`src/rtl/hub_port_tx.sv`:
```
// ============================================================================
// hub_port_tx
// ----------------------------------------------------------------------------
// Serial transmit side of one HUB port. Takes payload bytes from the HUB
// switching logic over a valid/ready handshake and serialises them onto a
// single idle-low wire, one bit per clock. Each frame is an 8-bit start
// frame delimiter (SFD, bit[0] first) followed by the payload bytes,
// each sent LSB-first.
//
// Optional feature macro: HUB_TX_IFG_EN
//   defined   -> after every frame end (normal or aborted) the line is held
//                low with s_ready=0 for IFG_CYCLES cycles before IDLE.
//   undefined -> no inter-frame gap state; the block returns to IDLE
//                directly and is ready again in the frame_done cycle.
//
// Parameters
//   SFD         start frame delimiter pattern, sent bit[0] first
//   IFG_CYCLES  forced idle cycles after each frame (HUB_TX_IFG_EN only)
//
// Ports
//   clk         in   port clock, one line bit per cycle
//   reset       in   synchronous active-high reset
//   s_data      in   payload byte
//   s_valid     in   s_data/s_last are valid
//   s_last      in   byte is the final byte of the frame
//   s_ready     out  byte is accepted this cycle when s_valid is high
//   tx          out  registered serial line
//   busy        out  high from the cycle after frame accept until IDLE
//   frame_done  out  one-cycle pulse after the last payload bit
//   underrun    out  one-cycle pulse when a frame is aborted for lack of data
// ============================================================================
module hub_port_tx #(
    parameter logic [7:0] SFD = 8'b11010101
`ifdef HUB_TX_IFG_EN
    ,
    parameter int unsigned IFG_CYCLES = 12
`endif
) (
    input  logic       clk,
    input  logic       reset,
    input  logic [7:0] s_data,
    input  logic       s_valid,
    input  logic       s_last,
    output logic       s_ready,
    output logic       tx,
    output logic       busy,
    output logic       frame_done,
    output logic       underrun
);

    typedef enum logic [1:0] {
        ST_IDLE,
        ST_SFD,
        ST_DATA
`ifdef HUB_TX_IFG_EN
        ,
        ST_IFG
`endif
    } state_t;

`ifdef HUB_TX_IFG_EN
    localparam int unsigned IFG_W = (IFG_CYCLES > 1) ? $clog2(IFG_CYCLES + 1) : 1;

    logic [IFG_W-1:0] r_ifgCnt;
`endif

    state_t      r_state;
    logic [7:0]  r_byte;
    logic        r_last;
    logic [2:0]  r_bitCnt;
    logic        r_ready;
    logic        r_tx;
    logic        r_busy;
    logic        r_frameDone;
    logic        r_underrun;

    logic        w_accept;
    logic [2:0]  w_nextCnt;

    assign w_accept  = s_valid & r_ready;
    assign w_nextCnt = r_bitCnt + 3'd1;

    assign s_ready    = r_ready;
    assign tx         = r_tx;
    assign busy       = r_busy;
    assign frame_done = r_frameDone;
    assign underrun   = r_underrun;

    // Single registered FSM. r_bitCnt always names the bit that is currently
    // on the line (SFD bit in ST_SFD, payload bit in ST_DATA), so the value
    // loaded into r_tx at each edge is the bit at index r_bitCnt+1, or bit 0
    // of the next field when the current field ends. s_ready is computed one
    // cycle ahead so that it is high exactly while bit7 of a non-last byte
    // is on the line, letting the next byte follow with no gap.
    always_ff @(posedge clk) begin
        if (reset) begin
            r_state     <= ST_IDLE;
            r_byte      <= 8'd0;
            r_last      <= 1'b0;
            r_bitCnt    <= 3'd0;
            r_ready     <= 1'b0;
            r_tx        <= 1'b0;
            r_busy      <= 1'b0;
            r_frameDone <= 1'b0;
            r_underrun  <= 1'b0;
`ifdef HUB_TX_IFG_EN
            r_ifgCnt    <= '0;
`endif
        end else begin
            r_frameDone <= 1'b0;
            r_underrun  <= 1'b0;

            case (r_state)
                ST_IDLE: begin
                    r_tx    <= 1'b0;
                    r_ready <= 1'b1;
                    if (w_accept) begin
                        r_byte   <= s_data;
                        r_last   <= s_last;
                        r_tx     <= SFD[0];
                        r_bitCnt <= 3'd0;
                        r_ready  <= 1'b0;
                        r_busy   <= 1'b1;
                        r_state  <= ST_SFD;
                    end
                end

                ST_SFD: begin
                    if (r_bitCnt == 3'd7) begin
                        r_tx     <= r_byte[0];
                        r_bitCnt <= 3'd0;
                        r_state  <= ST_DATA;
                    end else begin
                        r_tx     <= SFD[w_nextCnt];
                        r_bitCnt <= w_nextCnt;
                    end
                end

                ST_DATA: begin
                    if (r_bitCnt != 3'd7) begin
                        r_tx     <= r_byte[w_nextCnt];
                        r_bitCnt <= w_nextCnt;
                        r_ready  <= (w_nextCnt == 3'd7) && !r_last;
                    end else if (w_accept) begin
                        // Next byte of the same frame follows immediately.
                        r_byte   <= s_data;
                        r_last   <= s_last;
                        r_tx     <= s_data[0];
                        r_bitCnt <= 3'd0;
                        r_ready  <= 1'b0;
                    end else begin
                        // Either the last byte finished or the source ran dry.
                        r_tx        <= 1'b0;
                        r_bitCnt    <= 3'd0;
                        r_frameDone <= r_last;
                        r_underrun  <= !r_last;
`ifdef HUB_TX_IFG_EN
                        r_ready     <= 1'b0;
                        r_ifgCnt    <= '0;
                        r_state     <= ST_IFG;
`else
                        r_ready     <= 1'b1;
                        r_busy      <= 1'b0;
                        r_state     <= ST_IDLE;
`endif
                    end
                end

`ifdef HUB_TX_IFG_EN
                // The pulse cycle counts as gap step 0; the block leaves IFG
                // after IFG_CYCLES further low cycles with s_ready held low.
                ST_IFG: begin
                    r_tx    <= 1'b0;
                    r_ready <= 1'b0;
                    if (r_ifgCnt == IFG_W'(IFG_CYCLES)) begin
                        r_ready <= 1'b1;
                        r_busy  <= 1'b0;
                        r_state <= ST_IDLE;
                    end else begin
                        r_ifgCnt <= r_ifgCnt + 1'b1;
                    end
                end
`endif

                default: begin
                    r_tx    <= 1'b0;
                    r_ready <= 1'b0;
                    r_busy  <= 1'b0;
                    r_state <= ST_IDLE;
                end
            endcase
        end
    end

endmodule

```
`config.mk`:
```
export PLATFORM = sky130hd
export DESIGN_NAME = hub_port_tx
export DESIGN_NICKNAME = d
export VERILOG_FILES = /design/src/rtl/hub_port_tx.sv
export SDC_FILE = /design/constraint.sdc
export NUM_CORES = 1
export LEC_CHECK = 0
export CAP_MARGIN = 0
export CORE_AREA = 2 2 59 56
export DETAILED_ROUTE_END_ITERATION = 16
export DIE_AREA = 0 0 61 58
export PLACE_DENSITY_LB_ADDON = 0.2
export SLEW_MARGIN = 5
export SYNTH_ARGS = -nofsm -noshare
export SYNTH_HDL_FRONTEND = slang
export SYNTH_SLANG_ARGS = --single-unit
```
`constraint.sdc`:
```
create_clock -name clk -period 2.55 [get_ports clk]
set_input_delay 0.765 -clock clk [delete_from_list [all_inputs] [get_ports clk]]
set_output_delay 0.765 -clock clk [all_outputs]
set_load 0.01 [all_outputs]
```
[After elaboration in Yosys (flattened, before gate mapping)]
Memory sizes are Yosys's and may differ from the RTL's.
Cells that the tools add are included.
Storage, ports and cells
  bits in registers: 19
  bits in read-only memories: 8
  input bits: 12
  output and inout port bits: 5
  logic and storage cells: 64
  memories: 1
Cells by class
  add/sub/neg operators: 1
  order comparisons: 1
  eq/ne operators: 9
  multiplexer cells: 30
  bitwise logic cells: 3
  reduce and logical (&&, ||, !) cells: 10
Memory list
  (no name shown): words 8, width 1, rd ports 1, clocked after memory_dff 0, wr ports 0, line 134  | r_tx <= SFD[w_nextCnt];
Operator list (count)
  8-bit two-way mux: 2
  8-bit one-hot mux with 2 select lines: 1
  1-bit two-way mux: 13
  3-bit two-way mux: 3
  1-bit one-hot mux with 3 select lines: 3
  3-bit one-hot mux with 3 select lines: 1
  2-bit two-way mux: 4
  2-bit inequality test, second input constant: 4
  4-bit AND reduction: 2
  3-bit == test, second input constant: 2
  2-bit one-hot mux with 3 select lines: 1
  3-bit by 4-bit less-than comparator with 1-bit output, second input constant: 1
  2-bit AND reduction: 2
  4-bit OR reduction: 1
  3-bit by 1-bit adder with 3-bit output, second input constant: 1
  1-bit binary-select mux with 3-bit select: 1
  3-bit inequality test, second input constant: 1
  3-bit nonzero test: 1
  2-bit by 1-bit == test with 1-bit output, second input constant: 1
  2-bit == test, second input constant: 1
  2-bit zero test: 1
  1-bit NOT: 2
  1-bit one-hot mux with 2 select lines: 1
  2-bit nonzero test: 1
  3 further kinds: 3

[Longest topological paths before layout]
Gate-level depths: netlist of the first run.
  depth after elaboration: 5
  gate-level depth with buffers: 7
  gate-level depth less buffers: 6

[Least setup slack after synthesis of the first run]
No wires, ideal clock.
  path kind: reg-to-reg
  from: reg r_bitCnt[0]
  to: reg r_tx (netlist: tx)
  setup time: 0.092 ns
  arrival time: 1.555 ns
  required time: 2.458 ns
  path slack: 0.902 ns
  stages on the path, launching flop included: 6
  buffers on the path: 1
  clock period less this slack: 1.648 ns
  cell sequence: dfxtp_1 ha_1 ha_1 buf_6 or4b_2 o32ai_1
On the way
  word-level cells in the longest chain between the ends: 5
  elaborated cells between the ends (all ways): 10
  those cells by class: add/sub (1); eq/ne (2); mux (6); memory (1)
Ends and longest elaborated chain
  start, declared: line 70  | logic [2:0] r_bitCnt;
  start signal, assigned: line 135  | r_bitCnt <= w_nextCnt;
  start signal, assigned: line 142  | r_bitCnt <= w_nextCnt;
  3-bit by 1-bit adder with 3-bit output: line 81  | assign w_nextCnt = r_bitCnt + 3'd1;
  memory read 8 x 1 bit / 1-bit binary-select mux with 3-bit select (equally long branches)
  1-bit two-way mux (on tied branches): line 134, 141
  1-bit two-way mux (on tied branches): line 129, 140
  1-bit one-hot mux with 3 select lines *: line 113  | case (r_state)
  end signal, assigned: line 120  | r_tx <= SFD[0];
  end signal, assigned: line 130  | r_tx <= r_byte[0];
  end signal, assigned: line 134
  end, declared: line 72  | logic r_tx;
Every way passes the cells marked *; elsewhere a longest branch is shown, timed or not. The select of a mux whose other input is x is not followed.
A chain may end at the register's enable or synchronous reset.

[Worst setup path after layout of the first run]
  from: reg r_ready (netlist: s_ready)
  to: out s_ready
RTL lines
  start, declared: line 71  | logic r_ready;
  start signal, assigned: line 143  | r_ready <= (w_nextCnt == 3'd7) && !r_last;
  end, declared: line 44  | output logic s_ready,
No word-level cell between the ends.

==> run metrics, run 1 <==
status=completed; Fin Hold WS=about 0.47 ns; floorplan die height=between 50 and 60 um; largest voltage drop on the vdd net=295.7 uV; leakage=about 0.42 nW; synthesized area per cell=about 9.2 um^2; Total Power Consumption=between 0.7 and 0.8 mW; Root Buffer Master=clkbuf_4; clock group share of total power=approximately a fifth; global-route congestion overflow total=0; CP required=between 1.5 and 2 ns; Setup TNS Final=0 ns; fraction of the cycle the final worst path needs=approximately four fifths; effective utilization at floorplan=~34%; number of vias after detailed routing=823; Resized Gates After CTS=0; standard cell core area=approximately 2900 um^2; sequential share of the synthesized area=38.73%; CTS tree=yes; class of the most critical setup path=reg2out; CP max-delay cell=clkdlybuf4s50_1; clock insertion delay at the later pin of the skew report=0.29 ns; global-route wire length before repair=~3200 um; remaining routing DRC violations=0; CP peak stage delay=0.57 ns; top area cells in the synthesized netlist=dfxtp_1 39%, ha_1 10%, a21oi_1 7.6%; Post-CTS Setup Inserts=0; total I/O pin count=17; first-pass iteration count of the detailed router=4; element type at the critical path start=flip-flop; Finished Layout Cells=roughly 170; number of buffers created by CTS=3; Post-DP HPWL=about 1500 um; Setup Viol. Count Final=0; pin count of the biggest net entering global routing=20; internal power summed over all cells=about 0.53 mW; buffer levels on the longest clock path=2; worst-case setup slack after placement=approximately 0.37 ns; RePlAce Congestion=between 0.7 and 0.8; H-tree lvl count=1; area growth from synthesis to final layout=23.18%; number of I/O port buffers=16; share of the synthesized area in the top cell type=between 30% and 40%; switching portion of total power=between 30% and 40%; clock net sink count=19; Final Hold Vio Count=0; Comb pwr share=33.8%; biggest fanout along the worst timing path=5; instance count of the mapped netlist=about 110; area enclosed by the die boundary=between 3000 and 4000 um^2; maximum clock frequency=484.1 MHz; Syn Std Cell Area=982.2 um^2; number of antenna violations at the first check in global routing=0; hold buffer count at CTS=0; GRT Overall Usage=around 12%; Least-Margin Pin Slew=0.4138 ns; average via count per standard cell=~4.9; worst min-delay path class=reg2reg; signal arrival time at the worst endpoint=1.30 ns; overall routed net length=between 1500 and 2000 um; number of library cell types mapped by synthesis=30; net count after synthesis=127; fraction of final layout cells with drive strength greater than 1=between 10 and 15%; post-route ant nets=0; cell accounting for the most synthesized area=dfxtp_1; worst rel slew slack=72.16%; net count reported at finish=146; placement row count=19; max_cap viols=0; cell type group with the largest total delay on the critical path=buffers and inverters; PD cells=644.6 nW/um^2; Routed wire per std cell=11.68 um; total of flip-flops plus latches after synthesis=19; violation count after the first detailed-routing iteration=28; final antenna diode count=0; clock-pin slew of the registers on the worst-case setup and hold paths=approximately 0.11 ns; Max Transition Viols Final=0; unrepaired setup endpoints after global routing=no; final critical-path required period=~2.1 ns; vias in the first global route=759; final worst clock skew=between 0.01 and 0.015 ns; Sw Pwr=approximately 0.25 mW; DIE WIDTH=slightly above 60 um; Flop pwr share=a little under half; cell count after placement=roughly 160; count of buffer and inverter cells on the critical path=1; Synth warnings=0; CP cell instances=clkdlybuf4s50_1; capturing element type of the critical path=output port; Final WS setup=about 0.48 ns
## logic make-up (layout without fill, tap and decap cells)
kind of cell	Yosys count	count (layout)	share of synthesized area, %
AOI/OAI and AO/OA	35	35	22.29
and+or+nand+nor	31	31	16.18
DFF	19	19	38.73
buffers and inverters	9	27	4.967
adders and majority gates	8	8	10.19
muxes	5	5	7.643
## stage by stage
step                utilization (%)  instance area (um^2)
CTS                           41.38                  1210
detailed placement            40.48                  1184
global route                  41.38                  1210
floorplan                         -                 982.2
global placement              40.48                  1184
finish                        41.38                  1210
## layout by cell type (no fill, tap or decap), types with 2 or more instances in the layout
| cell type | synthesis | layout |
|---|---|---|
| dfxtp_1 | 19 | 19 |
| clkdlybuf4s50_1 | 0 | 16 |
| a21oi_1 | 15 | 15 |
| nand2_1 | 14 | 14 |
| o21ai_0 | 10 | 10 |
| ha_1 | 8 | 8 |
| inv_1 | 4 | 4 |
| nor2_1 | 4 | 4 |
| mux2i_1 | 3 | 3 |
| nor3_1 | 3 | 3 |
| clkbuf_4 | 0 | 3 |
| buf_4 | 0 | 3 |
| nand2b_1 | 2 | 2 |
| a211oi_1 | 2 | 2 |
| mux4_2 | 2 | 2 |
## routing by layer
layer  wire length [um]  track usage, %  up-vias
met5                  0               0        -
met2                971           19.35       12
met1                900           15.62      388
met3                 59           2.009        2
met4                 18           6.522        0
li1                   -               -      421
## synthesized netlist by cell type
master and count:
dfxtp_1 19, a21oi_1 15, nand2_1 14, o21ai_0 10, ha_1 8, inv_1 4
nor2_1 4, clkbuf_1 3, mux2i_1 3, nor3_1 3, a211oi_1 2, buf_6 2
mux4_2 2, nand2b_1 2, a211oi_2 1, a21bo_4 1, a21boi_2 1, a22oi_1 1
a311oi_1 1, a31oi_1 1, nor2_2 1, nor2b_1 1, nor4_1 1, nor4b_1 1
nor4bb_1 1, o31ai_1 1, o32ai_1 1, or2_2 1, or4b_1 1, or4b_2 1
## worst paths after layout
path	start	end	slack, ns	cells past startpoint
hold / removal	r_bitCnt[2]	r_bitCnt[2]	0.47	2
hold reg to reg	r_bitCnt[2]	r_bitCnt[2]	0.47	2
setup / recovery	s_ready	s_ready	0.48	1
setup reg to reg	r_bitCnt[0]	busy	0.73	6
## power by group through the flow
stage / Sequential [mW] / Combinational (mW) / Clock [mW]
finish: 0.367 / 0.264 / 0.150
global route: 0.371 / 0.297 / 0.168
CTS: 0.367 / 0.267 / 0.155
detailed placement: 0.374 / 0.265 / 0
global placement: 0.373 / 0.265 / 0
floorplan: 0.375 / 0.164 / 0
## worst register-to-register path, delay by kind of cell, from the launching register on
family	cells	cell delay, ns
AOI/OAI and AO/OA	2	0.57
adders and majority gates	2	0.48
DFF	1	0.40
muxes	1	0.21
and+or+nand+nor	1	0.05
## cell type report
class	instances	area (um^2)
clock buffer	4	26.28
timing repair buffer	19	182.7
fill	302	1714
multi-input combinational	79	553.0
tap	42	52.55
sequential	19	380.4
inverter	4	15.01
## registers in the layout (all words and copies together) (netlist names)
name        cells
r_byte          8
r_bitCnt        3
r_state         2
busy            1
frame_done      1
r_last          1
s_ready         1
tx              1
underrun        1
No activity file was read; power rests on OpenSTA's default activity.
==> run 2: changes to the inputs <==
==> constraint.sdc (replaced) <==
create_clock -name clk -period 1.8 [get_ports clk]
set_input_delay 0.54 -clock clk [delete_from_list [all_inputs] [get_ports clk]]
set_output_delay 0.54 -clock clk [all_outputs]
set_load 0.01 [all_outputs]
==> run 2 against run 1 <==
Cell count grew 4.2%. Sequential share of layout area down 1.5 points. Utilization up 2.6 points. Clock power grew 43%. Register-to-register slack lost 0.65 ns. Combinational power is 50% higher. Worst setup slack lost 0.43 ns. Critical path depth stayed put. Largest cell class unchanged. Largest power group unchanged.
==> run metrics, run 2 (synthesis gave the netlist of run 1 again) <==
final instance area=about 1300 um^2; CP max-delay cell=clkdlybuf4s50_1; Final WS setup=0.05479 ns; GRT Overall Usage=a little over an eighth; global-route wire length before repair=about 3500 um; capturing element type of the critical path=output port; clock-pin slew of the registers on the worst-case setup and hold paths=0.11 ns; area enclosed by the die boundary=between 3000 and 4000 um^2; register with the highest flop count=r_byte; met3 capacity usage during global routing=about 3.3%; effective utilization at floorplan=33.59%; vias in the first global route=just over 800; Post-DP HPWL=~1500 um; max_cap viols=0; CP required=~1.3 ns; number of buffers created by CTS=3; unrepaired setup endpoints after global routing=yes; final worst clock skew=0.01235 ns; Root Buffer Master=clkbuf_4; first-pass iteration count of the detailed router=4; clock net sink count=19; worst min-delay path class=reg2reg; global-route congestion overflow total=0; DIE WIDTH=~61 um; RePlAce Congestion=0.7731; floorplan die height=about 58 um; number of vias after detailed routing=844; buffer levels on the longest clock path=2; cell count after placement=170; met2 capacity usage during global routing=between 20% and 30%; CP peak stage delay=~0.55 ns; area growth from synthesis to final layout=30.96%; Max Transition Viols Final=0; count of fill cells added during filler insertion=between 300 and 400; placement row count=19; Resized Gates After CTS=1; standard cell core area=2924 um^2; Setup Viol. Count Final=0; count of buffer and inverter cells on the critical path=1; total I/O pin count=17; biggest fanout along the worst timing path=2; number of antenna violations at the first check in global routing=0; maximum clock frequency=between 500 and 600 MHz; area of the multi-input gates=568.0 um^2; leading cell types in the layout, fill and taps excluded=15 x a21oi_1, 15 x dfxtp_1, 15 x clkdlybuf4s50_1; number of I/O port buffers=16; violation count after the first detailed-routing iteration=21; hold buffer count at CTS=0; H-tree lvl count=1; PD cells=879.7 nW/um^2; Least-Margin Pin Slew=slightly below 0.3 ns; net count reported at finish=153; leakage=between 0.4 and 0.5 nW; M1 GR Usage=roughly 18%; class of the most critical setup path=reg2out; cell type group with the largest total delay on the critical path=buffers and inverters; Largest register FFs=8; Post-CTS Setup Inserts=0; largest voltage drop on the vdd net=between 400 and 500 uV; status=completed; Routed wire per std cell=about 12 um; fraction of final layout cells with drive strength greater than 1=21.21%; total cell area at the placement stage=1236 um^2; clock insertion delay at the later pin of the skew report=0.30 ns; worst-case setup slack after placement=-0.1506 ns; biggest registers after layout=r_byte: 8 flops, r_bitCnt: 3 flops, r_state: 2 flops; pin count of the biggest net entering global routing=20; CP cell instances=clkdlybuf4s50_1; Sequential Area=around 390 um^2; Finished Layout Cells=approximately 170; overall routed net length=between 2000 and 2500 um; Setup TNS Final=0 ns; Final Hold Vio Count=0; average via count per standard cell=~4.9; signal arrival time at the worst endpoint=1.21 ns; final antenna diode count=0; post-route ant nets=0; element type at the critical path start=flip-flop; CTS tree=yes; most utilized layer in the global route result=met2; final critical-path required period=about 1.7 ns; Total Power Consumption=between 1 and 1.5 mW; remaining routing DRC violations=0; fraction of the cycle the final worst path needs=between 90% and 100%; worst rel slew slack=~80%
run 2: power by group:
part | leakage, nW | switching [mW] | total [mW] | internal (mW)
Clock | 0.0177 | 0.132 | 0.215 | 0.0829
Combinational | 0.302 | 0.201 | 0.395 | 0.193
Sequential | 0.156 | 0.0402 | 0.522 | 0.482
run 2: layout make-up:
cell class	count	area share, %
flip-flops and latches	19	29.96
clock buffers	3	1.751
clock inverters	1	0.3891
repair buffers	26	18.48
well taps	42	4.086
multi-input cells	79	44.16
inverters	4	1.167
run 2: per-layer routing:
layer	vias to the layer above	share of wire, %
li1	435	-
met1	389	48
met5	-	0
met4	0	1.9
met3	5	3.5
met2	15	47
run 2: per-stage QoR:
| step | utilization [%] | hold WS (ns) |
|---|---|---|
| after floorplan | - | 0.4289 |
| after global placement | 42.28 | 0.4512 |
| after detailed placement | 42.28 | 0.4691 |
| after CTS | 43.26 | 0.4838 |
| after global routing | 43.99 | 0.5033 |
| final | 43.99 | 0.4808 |
run 2: worst paths after layout:
check,from,to,slack [ns],cells past startpoint
max,busy,busy,0.05,1
max reg2reg,r_state[1],r_bitCnt[2],0.08,5
min reg2reg,r_byte[4],r_byte[4],0.48,2
min,r_byte[4],r_byte[4],0.48,2
